===== src/rtl/th99_bus_pkg.sv =====
// Shared constants, register map and bus FSM state type for the TH99CHLS
// microcontroller bus decoder.
package th99_bus_pkg;

    localparam int DATA_W   = 8;
    localparam int ADDR_W   = 16;
    localparam int NUM_REGS = 10;

    localparam logic [ADDR_W-1:0] B0_ADDR      = 16'd0;
    localparam logic [ADDR_W-1:0] B1_ADDR      = 16'd1;
    localparam logic [ADDR_W-1:0] B2_ADDR      = 16'd2;
    localparam logic [ADDR_W-1:0] B3_ADDR      = 16'd3;
    localparam logic [ADDR_W-1:0] B4_ADDR      = 16'd4;
    localparam logic [ADDR_W-1:0] B5_ADDR      = 16'd5;
    localparam logic [ADDR_W-1:0] B6_ADDR      = 16'd6;
    localparam logic [ADDR_W-1:0] OPERAND_ADDR = 16'd7;
    localparam logic [ADDR_W-1:0] HOUR_ADDR    = 16'd8;
    localparam logic [ADDR_W-1:0] MINUTE_ADDR  = 16'd9;

    typedef enum logic [1:0] {
        IDLE,
        ADDR,
        HOLD,
        READ
    } bus_state_t;

endpackage


===== src/rtl/mcu_bus_fsm.sv =====
// Address latch and transaction state machine for the multiplexed MCU bus.
// The READ state exists only when REG_READBACK_EN is defined.
module mcu_bus_fsm
    import th99_bus_pkg::*;
(
    input  logic              clock,
    input  logic              reset,
    input  logic [7:0]        abus,
    input  logic [DATA_W-1:0] dbus_in,
    input  logic              csbar,
    input  logic              ale,
    input  logic              rbar,
    input  logic              wbar,
    output logic              wr_en,
    output logic              rd_en,
    output logic [ADDR_W-1:0] addr_q
);

    bus_state_t        state_q, state_d;
    logic [ADDR_W-1:0] addr_d;

    // wr_en/rd_en are combinational so the commit lands on the transition edge.
    always_comb begin
        state_d = state_q;
        addr_d  = addr_q;
        wr_en   = 1'b0;
        rd_en   = 1'b0;
        unique case (state_q)
            IDLE: begin
                if (!csbar && ale) begin
                    addr_d  = {abus, dbus_in};
                    state_d = ADDR;
                end
            end
            ADDR: begin
                if (csbar) begin
                    state_d = IDLE;
                end else if (ale) begin
                    addr_d = {abus, dbus_in};
                end else if (!wbar) begin
                    wr_en   = 1'b1;
                    state_d = HOLD;
                end else if (!rbar) begin
`ifdef REG_READBACK_EN
                    rd_en   = 1'b1;
                    state_d = READ;
`else
                    state_d = HOLD;
`endif
                end
            end
            HOLD: begin
                if (csbar) begin
                    state_d = IDLE;
                end
            end
`ifdef REG_READBACK_EN
            READ: begin
                if (csbar) begin
                    state_d = IDLE;
                end else begin
                    rd_en = 1'b1;
                end
            end
`endif
            default: state_d = IDLE;
        endcase
    end

    always_ff @(posedge clock) begin
        if (reset) begin
            state_q <= IDLE;
            addr_q  <= '0;
        end else begin
            state_q <= state_d;
            addr_q  <= addr_d;
        end
    end

endmodule


===== src/rtl/mcu_bus_regfile.sv =====
// Configuration register file behind the MCU bus: coefficients, operand and
// time presets with range checks. Readback depends on REG_READBACK_EN.
module mcu_bus_regfile #(
    parameter int NUM_B    = 7,
    parameter int DATA_W   = 8,
    parameter int HOUR_MAX = 23,
    parameter int MIN_MAX  = 59
) (
    input  logic                    clock,
    input  logic                    reset,
    input  logic [7:0]              abus,
    input  logic [DATA_W-1:0]       dbus_in,
    output logic [DATA_W-1:0]       dbus_out,
    output logic                    dbus_oe,
    input  logic                    csbar,
    input  logic                    ale,
    input  logic                    rbar,
    input  logic                    wbar,
    output logic [NUM_B*DATA_W-1:0] b_flat,
    output logic [DATA_W-1:0]       operand,
    output logic [DATA_W-1:0]       hour_preset,
    output logic [DATA_W-1:0]       minute_preset,
    output logic                    time_load,
    output logic                    bus_err
);

    import th99_bus_pkg::*;

    localparam logic [DATA_W-1:0] HOUR_LIM = DATA_W'(HOUR_MAX);
    localparam logic [DATA_W-1:0] MIN_LIM  = DATA_W'(MIN_MAX);

    logic              wr_en;
    logic              rd_en;
    logic [ADDR_W-1:0] addr_q;
    logic              addr_legal;
    logic              is_hour;
    logic              is_minute;
    logic [3:0]        idx;

    logic [DATA_W-1:0] regs_q [NUM_REGS];
    logic [DATA_W-1:0] regs_d [NUM_REGS];
    logic [DATA_W-1:0] dbus_out_q, dbus_out_d;
    logic              dbus_oe_q, dbus_oe_d;
    logic              time_load_q, time_load_d;
    logic              bus_err_q, bus_err_d;

    mcu_bus_fsm u_fsm (
        .clock   (clock),
        .reset   (reset),
        .abus    (abus),
        .dbus_in (dbus_in),
        .csbar   (csbar),
        .ale     (ale),
        .rbar    (rbar),
        .wbar    (wbar),
        .wr_en   (wr_en),
        .rd_en   (rd_en),
        .addr_q  (addr_q)
    );

    assign addr_legal = (addr_q <= MINUTE_ADDR);
    assign is_hour    = (addr_q == HOUR_ADDR);
    assign is_minute  = (addr_q == MINUTE_ADDR);
    assign idx        = addr_q[3:0];

    always_comb begin
        regs_d      = regs_q;
        time_load_d = 1'b0;
        bus_err_d   = bus_err_q;
        dbus_oe_d   = rd_en;
        dbus_out_d  = '0;
        if (wr_en) begin
            if (!addr_legal) begin
                bus_err_d = 1'b1;
            end else if ((is_hour && (dbus_in > HOUR_LIM)) ||
                         (is_minute && (dbus_in > MIN_LIM))) begin
                bus_err_d = 1'b1;
            end else begin
                regs_d[idx] = dbus_in;
                time_load_d = is_hour || is_minute;
            end
        end
        // rd_en is constant 0 without readback, so these flops stay at reset.
        if (rd_en) begin
            if (addr_legal) begin
                dbus_out_d = regs_q[idx];
            end else begin
                dbus_out_d = '1;
                bus_err_d  = 1'b1;
            end
        end
    end

    always_ff @(posedge clock) begin
        if (reset) begin
            regs_q      <= '{default: '0};
            dbus_out_q  <= '0;
            dbus_oe_q   <= 1'b0;
            time_load_q <= 1'b0;
            bus_err_q   <= 1'b0;
        end else begin
            regs_q      <= regs_d;
            dbus_out_q  <= dbus_out_d;
            dbus_oe_q   <= dbus_oe_d;
            time_load_q <= time_load_d;
            bus_err_q   <= bus_err_d;
        end
    end

    for (genvar g = 0; g < NUM_B; g++) begin : g_bflat
        assign b_flat[g*DATA_W +: DATA_W] = regs_q[g];
    end

    assign operand       = regs_q[OPERAND_ADDR[3:0]];
    assign hour_preset   = regs_q[HOUR_ADDR[3:0]];
    assign minute_preset = regs_q[MINUTE_ADDR[3:0]];
    assign dbus_out      = dbus_out_q;
    assign dbus_oe       = dbus_oe_q;
    assign time_load     = time_load_q;
    assign bus_err       = bus_err_q;

endmodule


===== config.mk =====
export PLATFORM = sky130hd
export DESIGN_NAME = mcu_bus_regfile
export DESIGN_NICKNAME = d
export VERILOG_FILES = /design/src/rtl/th99_bus_pkg.sv /design/src/rtl/mcu_bus_fsm.sv /design/src/rtl/mcu_bus_regfile.sv
export SDC_FILE = /design/constraint.sdc
export NUM_CORES = 1
export LEC_CHECK = 0
export BUFFER_PORTS_ARGS = -buffer_cell sky130_fd_sc_hd__buf_2
export CAP_MARGIN = 20
export CORE_MARGIN = 2
export CORE_UTILIZATION = 55
export CTS_CLUSTER_SIZE = 10
export DETAILED_ROUTE_END_ITERATION = 16
export PLACE_DENSITY = 0.83
export SLEW_MARGIN = 20
export SYNTH_ARGS = -nofsm -noshare
export SYNTH_HDL_FRONTEND = slang
export SYNTH_SLANG_ARGS = --single-unit

===== constraint.sdc =====
create_clock -name clock -period 3.6 [get_ports clock]
set_clock_uncertainty 0.2 [all_clocks]
set_input_delay 0.54 -clock clock [delete_from_list [all_inputs] [get_ports clock]]
set_output_delay 0.54 -clock clock [all_outputs]
set_load 0.05 [all_outputs]

==> results.md <==
* Dpl hpwl at 6280 µm
* DR iter-0 viols at 103
* Synth unique cells at 34
* # clock sinks at 100
* Clock Latency Late Sink at 370 ps
* Max Fanout on Critical Path at 14
* CTS resizes at 0
* Setup crit end kind: register
* Post-Route WL at 9080 µm
* P_leak at 2.53 nW
* I/O Pins at 113
* Slowest CP cell: o2111a_2
* First-pass GRT wire length at 14,600 µm
* Clock buffer depth at 2
* Crit Path Category: reg2reg
* Nets@finish at 504
* CTS tree: done
* Area post-placement at 4630 µm²
* WHS at 156 ps
* CTS buffer count at 9
* Vias in the first global route at 2,925
* Reg-to-Reg End: hour_preset[6]$_SDFFE_PP0P_
* Final Total Pwr at 1.94 mW
* Worst setup slack after placement at 981 ps
* Post-route cell area at 4820 µm²
* Residual DRC count at 0
* Reg2Reg Depth at 4
* Commonest non-fill, non-tap cell in the layout: buf_2
* Row Count at 31
* R2r startpoint: u_fsm.addr_q[7]$_SDFFE_PP0P_
* Largest net degree at the start of global routing at 41
* Tmin final at 2390 ps
* R2R setup slack at 1210 ps
* Synth warnings at 0
* Final Max Slew Viols at 0
* Ant diodes at 0
* CP cell instances: nor4_1, o2111a_2, nand4_2, and3b_1
* Core ar. at 7250 µm²
* Vias per cell at 5.12
* Share of layout cells above drive strength 1 at 28.1%
* Hold-fix buffers, CTS at 0
* Post-synth EDFFs at 0
* Commonest register cell after synthesis: dfxtp_1
* Die Height at 90.7 µm
* FF+latch count, synth at 100
* Post-Syn Area at 4140 µm²
* Max incr delay on CP at 620 ps
* Status: finished, final reports clean
* Final core utilization at 66.4%
* Via count at 2,999
* Gpl congestion at 0.865
* Dpl cells at 570
* Peak VDD IR at 203 µV
* Max frequency at 0.419 GHz
* Relative slew margins at 50.7%
* Full die area at 8230 µm²
* # Post-CTS Setup Buffers at 0
* Initial antenna violation count at 0
* Req. time, crit path at 3680 ps
* Gr usage total at 22.4%
* Drt first pass iters at 4
* Final ANT Viol Nets at 0
* Buf/Inv on CP at 0
* Worst setup SP type: register
* Initial Util at 57.0%
* Filler instances at 597
* Ys async rst share at 0%
* Clock root buffer: clkbuf_8
* Chip width at 90.7 µm
* Drt wl/cell at 15.5 µm
* Critical Path AT at 2460 ps
* Register area share after synthesis at 48.4%
* Syn Inst Count at 394
* Fin crit share at 66.3%
* Fin Setup TNS at 0 ps
* Final Hold Viols at 0
* GRT overflow at 0
* Layout Cells excl Fill at 586
* Hold Startpoint: csbar
* Worst-margin pin slew at 737 ps
* Number of I/O port buffers at 103
* Most used cells in the layout excluding fill and tap cells: 103 x buf_2, 100 x dfxtp_1, 83 x nand2b_1
* Setup violations, final at 0
* CP top delay family: simple AND/OR/NAND/NOR gates
* Worst-path clk slew at 100 ps
* Hold EP: u_fsm.state_q[0]$_SDFFE_PP0P_
* Worst Hold Class: in2reg
* Max-Cap Viols at 0
* Worst setup margin at 1210 ps
* PwrDens at 402 nW/µm²
* Synth Area per Inst at 10.5 µm²
* Hold path depth at 2
* # H-tree levels at 3
* RSZ-0062 raised after global routing: false
* Layout area overhead at 16.4%
registers in the layout (all words and copies together) (netlist names):
signal,flops
b_flat,56
bus_err,1
hour_preset,8
minute_preset,8
operand,8
time_load,1
u_fsm.addr_q,16
u_fsm.state_q,2
cell usage after synthesis, types with 2 or more instances:
cell	n	area, µm²
mux2i_1	75	751
dfxtp_1	100	2000
buf_1	8	30.0
buf_6	2	22.5
a21oi_1	19	95.1
nand4_1	2	12.5
nand2_1	36	135
nand2b_1	83	519
nand4_4	7	149
buf_4	10	75.1
and3b_1	5	43.8
nor4_1	5	31.3
nor2_1	3	11.3
nand4_2	3	37.5
clkbuf_1	16	60.1
and2b_2	2	17.5
worst max-delay path by stage:
| stage | from | endpoint | slack (ps) | cells past startpoint |
|---|---|---|---|---|
| final | u_fsm.addr_q[7]$_SDFFE_PP0P_ | hour_preset[6]$_SDFFE_PP0P_ | 1210 | 4 |
| after global routing | u_fsm.addr_q[7]$_SDFFE_PP0P_ | hour_preset[7]$_SDFFE_PP0P_ | 1080 | 4 |
| after CTS | u_fsm.addr_q[7]$_SDFFE_PP0P_ | b_flat[37]$_SDFFE_PP0P_ | 1200 | 4 |
| after detailed placement | ale | b_flat[41]$_SDFFE_PP0P_ | 980 | 5 |
| after global placement | wbar | b_flat[34]$_SDFFE_PP0P_ | 1030 | 5 |
| after floorplan | wbar | b_flat[32]$_SDFFE_PP0P_ | 1600 | 5 |
cell type report:
class / instances / area (µm²) / share of cell area [%]
clock buffer: 9 / 124 / 2.57
clock inverter: 7 / 58.8 / 1.22
inverter: 1 / 3.75 / 0.0779
multi-input combinational: 265 / 1970 / 41.0
sequential: 100 / 2000 / 41.6
tap: 99 / 124 / 2.57
timing repair buffer: 105 / 531 / 11.0
layer usage:
layer	up-vias	share of wire, %	GRT usage (%)
met1	1419	45	28.4
met2	79	49	37.7
met4	0	2.2	10.1
met5	-	0	0
met3	19	3.9	3.42
li1	1482	-	-
where the power goes:
group / switching (mW) / total, mW / leakage (nW) / internal, mW
Clock: 0.407 / 0.669 / 0.0857 / 0.262
Sequential: 0.00711 / 1.12 / 0.807 / 1.11
Combinational: 0.103 / 0.147 / 1.63 / 0.0437
Total: 0.517 / 1.94 / 2.53 / 1.42
cells by family (layout without fill, tap and decap cells):
logic type	count (synthesis)	in the layout	share of synthesized area [%]
DFF	100	100	48.4
and+or+nand+nor	155	155	24.9
AOI/OAI and AO/OA	26	26	3.84
muxes	75	75	18.1
other	1	9	0.0907
buffers and inverters	37	122	4.63
Power figures use the tool's default switching activity.
